$ cat src/rtl/mpsoc_msi_ahb_pkg.sv
// rtl/mpsoc_msi_ahb_pkg.sv - AHB-Lite encodings, arbiter state type and burst length helper
package mpsoc_msi_ahb_pkg;

    localparam logic [1:0] HTRANS_IDLE   = 2'd0;
    localparam logic [1:0] HTRANS_BUSY   = 2'd1;
    localparam logic [1:0] HTRANS_NONSEQ = 2'd2;
    localparam logic [1:0] HTRANS_SEQ    = 2'd3;

    localparam logic [2:0] HBURST_SINGLE = 3'd0;
    localparam logic [2:0] HBURST_INCR   = 3'd1;
    localparam logic [2:0] HBURST_WRAP4  = 3'd2;
    localparam logic [2:0] HBURST_INCR4  = 3'd3;
    localparam logic [2:0] HBURST_WRAP8  = 3'd4;
    localparam logic [2:0] HBURST_INCR8  = 3'd5;
    localparam logic [2:0] HBURST_WRAP16 = 3'd6;
    localparam logic [2:0] HBURST_INCR16 = 3'd7;

    typedef enum logic [1:0] {
        ARB_IDLE  = 2'd0,
        ARB_OWN   = 2'd1,
        ARB_BURST = 2'd2,
        ARB_LOCK  = 2'd3
    } arb_state_t;

    // Beats still to come after the NONSEQ of a fixed-length burst; 0 for SINGLE/INCR.
    function automatic logic [3:0] burst_beats(input logic [2:0] hburst);
        case (hburst)
            HBURST_WRAP4,  HBURST_INCR4:  burst_beats = 4'd3;
            HBURST_WRAP8,  HBURST_INCR8:  burst_beats = 4'd7;
            HBURST_WRAP16, HBURST_INCR16: burst_beats = 4'd15;
            default:                      burst_beats = 4'd0;
        endcase
    endfunction

endpackage

$ cat src/rtl/mpsoc_msi_rr_prio_select.sv
// rtl/mpsoc_msi_rr_prio_select.sv - combinational highest-priority pick with round-robin tie-break
module mpsoc_msi_rr_prio_select #(
    parameter int N  = 5,
    parameter int PW = 3,
    parameter int IW = $clog2(N)
) (
    input  logic [N-1:0]         req,
    input  logic [N-1:0][PW-1:0] prio,
    input  logic [IW-1:0]        ptr,
    output logic [N-1:0]         winner,
    output logic [IW-1:0]        winner_idx,
    output logic                 found
);

    // Scan in round-robin order starting just after ptr; only a strictly higher
    // priority displaces the current pick, so ties go to the earliest in that order.
    always_comb begin
        int            pos;
        logic [IW-1:0] cand;
        logic [PW-1:0] best;
        pos        = 0;
        cand       = '0;
        best       = '0;
        winner     = '0;
        winner_idx = '0;
        found      = 1'b0;
        for (int k = 1; k <= N; k++) begin
            pos = int'(ptr) + k;
            if (pos >= N) begin
                pos = pos - N;
            end
            cand = IW'(pos);
            if (req[cand] && (!found || prio[cand] > best)) begin
                found      = 1'b1;
                best       = prio[cand];
                winner_idx = cand;
            end
        end
        winner[winner_idx] = found;
    end

endmodule

$ cat src/rtl/mpsoc_msi_ahb_slave_arbiter.sv
// rtl/mpsoc_msi_ahb_slave_arbiter.sv - per-slave AHB-Lite arbiter with burst/lock hold and data-phase tracking
// Optional starvation timeout: define MPSOC_MSI_STARVATION_TIMEOUT_EN.
module mpsoc_msi_ahb_slave_arbiter
    import mpsoc_msi_ahb_pkg::*;
#(
    parameter int MASTERS = 5,
    parameter int PRIO_W  = 3,
    parameter int TIMEOUT = 64
) (
    input  logic                             HCLK,
    input  logic                             HRESET,
    input  logic [MASTERS-1:0][PRIO_W-1:0]   mst_priority,
    input  logic [MASTERS-1:0]               mst_HSEL,
    input  logic [MASTERS-1:0][1:0]          mst_HTRANS,
    input  logic [MASTERS-1:0][2:0]          mst_HBURST,
    input  logic [MASTERS-1:0]               mst_HMASTLOCK,
    input  logic                             slv_HREADY,
    output logic [MASTERS-1:0]               grant,
    output logic [$clog2(MASTERS)-1:0]       grant_idx,
    output logic                             grant_valid,
    output logic [MASTERS-1:0]               dphase_owner,
    output logic                             dphase_valid,
    output logic                             locked
);

    localparam int IW = $clog2(MASTERS);

    if (MASTERS < 2 || TIMEOUT < 2) begin : g_bad_params
        $error("mpsoc_msi_ahb_slave_arbiter: MASTERS and TIMEOUT must be >= 2");
    end

    logic [MASTERS-1:0] req;
    arb_state_t         state, state_n;
    logic [3:0]         beat_cnt, beat_n;
    logic [IW-1:0]      rr_ptr;
    logic               hold;

    logic [1:0]         own_trans;
    logic [2:0]         own_burst;
    logic               own_lock;
    logic               own_sel;

    logic [MASTERS-1:0] pw_win;
    logic [IW-1:0]      pw_idx;
    logic               pw_any;
    logic [MASTERS-1:0] win;
    logic [IW-1:0]      win_idx;
    logic               win_any;

    for (genvar g = 0; g < MASTERS; g++) begin : g_req
        assign req[g] = mst_HSEL[g] & (mst_HTRANS[g] == HTRANS_NONSEQ);
    end

    assign own_trans = mst_HTRANS[grant_idx];
    assign own_burst = mst_HBURST[grant_idx];
    assign own_lock  = mst_HMASTLOCK[grant_idx];
    assign own_sel   = mst_HSEL[grant_idx];

    mpsoc_msi_rr_prio_select #(
        .N  (MASTERS),
        .PW (PRIO_W),
        .IW (IW)
    ) u_prio_sel (
        .req        (req),
        .prio       (mst_priority),
        .ptr        (rr_ptr),
        .winner     (pw_win),
        .winner_idx (pw_idx),
        .found      (pw_any)
    );

`ifdef MPSOC_MSI_STARVATION_TIMEOUT_EN
    localparam int CW = $clog2(TIMEOUT + 1);

    logic [MASTERS-1:0][CW-1:0] wait_cnt;
    logic [MASTERS-1:0]         starved;
    logic [MASTERS-1:0]         st_win;
    logic [IW-1:0]              st_idx;
    logic                       st_any;

    for (genvar g = 0; g < MASTERS; g++) begin : g_wait
        assign starved[g] = (wait_cnt[g] == CW'(TIMEOUT));

        always_ff @(posedge HCLK) begin
            if (HRESET) begin
                wait_cnt[g] <= '0;
            end else if (req[g] && !grant[g]) begin
                if (!starved[g]) begin
                    wait_cnt[g] <= wait_cnt[g] + 1'b1;
                end
            end else begin
                wait_cnt[g] <= '0;
            end
        end
    end

    // Saturated requesters outrank every priority level and share the RR pointer.
    mpsoc_msi_rr_prio_select #(
        .N  (MASTERS),
        .PW (PRIO_W),
        .IW (IW)
    ) u_starve_sel (
        .req        (req & starved),
        .prio       ('0),
        .ptr        (rr_ptr),
        .winner     (st_win),
        .winner_idx (st_idx),
        .found      (st_any)
    );

    assign win     = st_any ? st_win : pw_win;
    assign win_idx = st_any ? st_idx : pw_idx;
    assign win_any = st_any | pw_any;
`else
    assign win     = pw_win;
    assign win_idx = pw_idx;
    assign win_any = pw_any;
`endif

    // Decide whether the current owner keeps the address phase at this arbitration point.
    always_comb begin
        hold    = 1'b0;
        state_n = state;
        beat_n  = beat_cnt;
        if (grant_valid && own_lock && own_sel) begin
            hold    = 1'b1;
            state_n = ARB_LOCK;
            beat_n  = '0;
        end else if (grant_valid && state == ARB_BURST) begin
            if (own_trans == HTRANS_SEQ && beat_cnt > 4'd1) begin
                hold   = 1'b1;
                beat_n = beat_cnt - 4'd1;
            end else if (own_trans == HTRANS_BUSY) begin
                hold = 1'b1;
            end
        end else if (grant_valid && own_trans == HTRANS_NONSEQ && burst_beats(own_burst) != 4'd0) begin
            hold    = 1'b1;
            state_n = ARB_BURST;
            beat_n  = burst_beats(own_burst);
        end else if (grant_valid && own_burst == HBURST_INCR &&
                     (own_trans == HTRANS_SEQ || own_trans == HTRANS_BUSY)) begin
            hold    = 1'b1;
            state_n = ARB_OWN;
        end
        if (!hold) begin
            beat_n  = '0;
            state_n = win_any ? ARB_OWN : ARB_IDLE;
        end
    end

    always_ff @(posedge HCLK) begin
        if (HRESET) begin
            state        <= ARB_IDLE;
            beat_cnt     <= '0;
            rr_ptr       <= IW'(MASTERS - 1);
            grant        <= '0;
            grant_idx    <= '0;
            grant_valid  <= 1'b0;
            dphase_owner <= '0;
            dphase_valid <= 1'b0;
            locked       <= 1'b0;
        end else if (slv_HREADY) begin
            state    <= state_n;
            beat_cnt <= beat_n;
            locked   <= (state_n == ARB_LOCK) || (state_n == ARB_BURST);
            if (!hold) begin
                if (win_any) begin
                    grant       <= win;
                    grant_idx   <= win_idx;
                    grant_valid <= 1'b1;
                    rr_ptr      <= win_idx;
                end else begin
                    grant_valid <= 1'b0;
                end
            end
            if (grant_valid && own_trans[1]) begin
                dphase_owner <= grant;
                dphase_valid <= 1'b1;
            end else begin
                dphase_owner <= '0;
                dphase_valid <= 1'b0;
            end
        end
    end

endmodule

$ cat config.mk
export PLATFORM = sky130hd
export DESIGN_NAME = mpsoc_msi_ahb_slave_arbiter
export DESIGN_NICKNAME = d
export VERILOG_FILES = /design/src/rtl/mpsoc_msi_ahb_pkg.sv /design/src/rtl/mpsoc_msi_rr_prio_select.sv /design/src/rtl/mpsoc_msi_ahb_slave_arbiter.sv
export SDC_FILE = /design/constraint.sdc
export NUM_CORES = 1
export LEC_CHECK = 0
export CORE_MARGIN = 5
export CORE_UTILIZATION = 57
export CTS_CLUSTER_SIZE = 24
export DETAILED_ROUTE_END_ITERATION = 10
export HOLD_SLACK_MARGIN = 0.05
export PLACE_DENSITY_LB_ADDON = 0.2
export SLEW_MARGIN = 20
export SYNTH_ARGS = -nofsm -noshare
export SYNTH_HDL_FRONTEND = slang
export SYNTH_SLANG_ARGS = --single-unit
$ cat constraint.sdc
create_clock -name HCLK -period 17.2 [get_ports HCLK]
set_input_delay 5.16 -clock HCLK [delete_from_list [all_inputs] [get_ports HCLK]]
set_output_delay 5.16 -clock HCLK [all_outputs]
set_load 0.03 [all_outputs]
==> flow_summary.yaml <==
critical_path:
  end_kind: "flop"
  cp.arrival_ns: 13.31
  critPathMaxStageDelay_ns: 0.47
  worstPathRequired_ns: 17.37
  slowest_stage: "clkdlybuf4s50_1"
  critPathMaxFanout: 10
  critPathKind: "input pin to flop"
  worstSetupStartpointType: "input pin"
  ff2ff_path_depth: 36
timing:
  tightestPinTransition_ns: 0.967
  rsz0062_at_grt: "no"
  drv_slew: 0
  final_hold_viol_count: 0
  whs_ns: 0.481
  fmaxAchievable_mhz: 76.1
  relSlewSlack_pct: 35.1
  layout_setup_ws_ns: 4.07
  tns_ns: 0
  worst_clock_skew_ns: 0.00322
  post-route-period-util_pct: 76.4
  setup_viol: 0
  period_needed_ns: 13.13
clock_network:
  clk_latency_ns: 0.27
  max-clock-path-buffers: 2
  cts_resized: 0
  numCtsBuffers: 3
  clk_pin_slew_worst_paths_ns: 0.09
  cts_tree: "done"
  cts.sinks: 23
  cts_hold_buf: 0
  cts_setup_buffers: 0
  htree_levels: 1
  cts_root_buffer: "clkbuf_8"
floorplan:
  die_w_um: 86.3
  rows: 27
  dieArea_um2: 7450
  core_um2: 5570
  die_y_um: 86.3
  ios: 69
  start_util_pct: 59.6
route:
  dr_total_vias: 3506
  first_pass_iters: 5
  vias_per_cell: 6.50
  antenna_left: 0
  route.detailed.drc: 0
  drt-total-wl_um: 9740
  drt-initial-drc-count: 301
  wl_per_cell_um: 18.1
yosys:
  synth.avg_cell_area_um2: 8.08
  ys_ff_latch: 23
  synthCells: 411
  synth_most_common_cell: "nand2_1"
  synth_cell_types: 66
  synthFlopType: "dfxtp_1"
  synthTopCellsByArea: "dfxtp_1 (14%), mux4_2 (13%), ha_1 (9.0%)"
  synthesis.area_um2: 3320
  synth_commonest_cells: "nand2_1 (49), nor2_1 (43), ha_1 (24), a21oi_1 (23), dfxtp_1 (23)"
  synth_top_area_share_pct: 13.9
  synth-seq-area-share_pct: 13.9
  synth_warnings: 0
  synth_nets: 489
  synth_edf_count: 0
  async_reset_ff_share_pct: 0
  yosysTopAreaCell: "dfxtp_1"
grt:
  first_global_vias: 3256
  grt_usage_pct: 26.2
  grt_antenna_before_repair: 0
  grt_pass1_wl_um: 16000
  grt_overflow: 0
  grt_max_degree: 32
place:
  io_buffers: 68
  hpwl_um: 7710
  gp_congestion: 0.947
  pre_cts_slack_ns: 3.85
status:
  outcome: "complete, no violations"
pwr:
  switchingPower_mw: 0.507
  power_frac_comb_pct: 87.0
  switching_share_pct: 53.4
  ir_drop_mv: 0.148
  finalPower_mw: 0.948
  power.share.sequential_pct: 9.3
  intPower_mw: 0.442
  p_clk_share_pct: 3.7
  cellLeakagePower_nw: 1.53
  power_density_nw_per_um2: 235
cells_and_area:
  syn_to_final_growth_pct: 21.7
  drive_above_1_share_pct: 10.9
  fin_nets: 546
  antenna_cells: 0
hold_path:
  worstHoldPathType: "flop to flop"
  holdPathStages: 2
job:
  drv_cap: 0
-- power groups by stage --
stage	Combinational (mW)	Sequential, mW	Clock (mW)
2_1_floorplan	0.641	0.0912	0
3_3_place_gp	0.786	0.0880	0
3_5_place_dp	0.808	0.0883	0
4_1_cts	0.812	0.0868	0.0359
5_1_grt	0.905	0.0901	0.0385
6_report	0.825	0.0878	0.0354
-- cell type report --
cell class | count | area, um^2
clock buffers | 3 | 41.3
clock inverters | 1 | 7.51
fillers | 463 | 1530
inverters | 20 | 75.1
multi-input cells | 351 | 2680
flip-flops and latches | 23 | 460
well taps | 72 | 90.1
repair buffers | 69 | 688
-- per-layer routing --
metal	up-vias	GRT usage, %	share of wire, %
met4	0	3.68	0.78
met5	-	0	0
met3	10	5.80	9.8
li1	1642	-	-
met2	191	43.7	47
met1	1663	35.6	42
-- worst paths after layout --
kind           startpoint  endpoint  slack, ns
max           mst_HSEL[2]  grant[1]       4.07
min reg2reg        locked    locked       0.48
max reg2reg  grant_idx[1]  grant[1]       7.19
min                locked    locked       0.48
-- worst max-delay path: cells and delay by family --
kind / cells / cell delay [ns]
AOI/OAI and AO/OA: 21 / 4.09
adders and majority gates: 4 / 1.16
buffers and inverters: 2 / 0.52
muxes: 2 / 0.75
and+or+nand+nor: 10 / 1.64
-- per-stage QoR --
stage / util (%) / cells / cell area, um^2
after floorplan: - / 411 / 3320
after global placement: 71.6 / 535 / 3990
after detailed placement: 71.6 / 535 / 3990
after CTS: 72.5 / 539 / 4040
after global routing: 72.5 / 539 / 4040
final: 72.5 / 539 / 4040
-- flip-flops by register name, indices dropped and copies added, names as in the netlist --
name          cells
grant_idx         3
locked            1
rr_ptr            1
grant_valid       1
dphase_owner      5
state             2
grant             5
beat_cnt          4
dphase_valid      1
-- cell usage in the layout, fill, tap and decap left out, types with 4 or more instances in the layout --
| cell type | Yosys | layout |
|---|---|---|
| nand3_1 | 10 | 10 |
| nand2_1 | 49 | 49 |
| nand4_1 | 4 | 4 |
| a22oi_1 | 8 | 8 |
| nand2b_1 | 4 | 4 |
| o211ai_1 | 8 | 8 |
| o21a_1 | 11 | 11 |
| and2_1 | 6 | 6 |
| a22o_1 | 4 | 4 |
| o21ai_0 | 20 | 20 |
| a21o_1 | 7 | 7 |
| nor2_1 | 43 | 43 |
| nor2b_1 | 14 | 14 |
| o21ai_1 | 6 | 6 |
| or2_2 | 6 | 6 |
| mux4_2 | 19 | 19 |
| inv_1 | 19 | 19 |
| clkdlybuf4s50_1 | 0 | 68 |
| ha_1 | 24 | 24 |
| a21oi_1 | 23 | 23 |
| a31oi_1 | 9 | 9 |
| mux2_2 | 6 | 6 |
| nor3_1 | 4 | 4 |
| dfxtp_1 | 23 | 23 |
| mux2i_1 | 19 | 19 |
-- cells by family (layout without fill, tap and decap cells) --
| logic type | count (synthesis) | in the layout | share of synthesized area [%] |
|---|---|---|---|
| and+or+nand+nor | 155 | 155 | 22.7 |
| DFF | 23 | 23 | 13.9 |
| xor gates and xnor gates | 5 | 5 | 1.77 |
| muxes | 45 | 45 | 21.3 |
| buffers and inverters | 37 | 93 | 5.43 |
| adders and majority gates | 25 | 25 | 9.65 |
| AOI/OAI and AO/OA | 121 | 121 | 25.3 |
No activity file was read; power rests on OpenSTA's default activity.
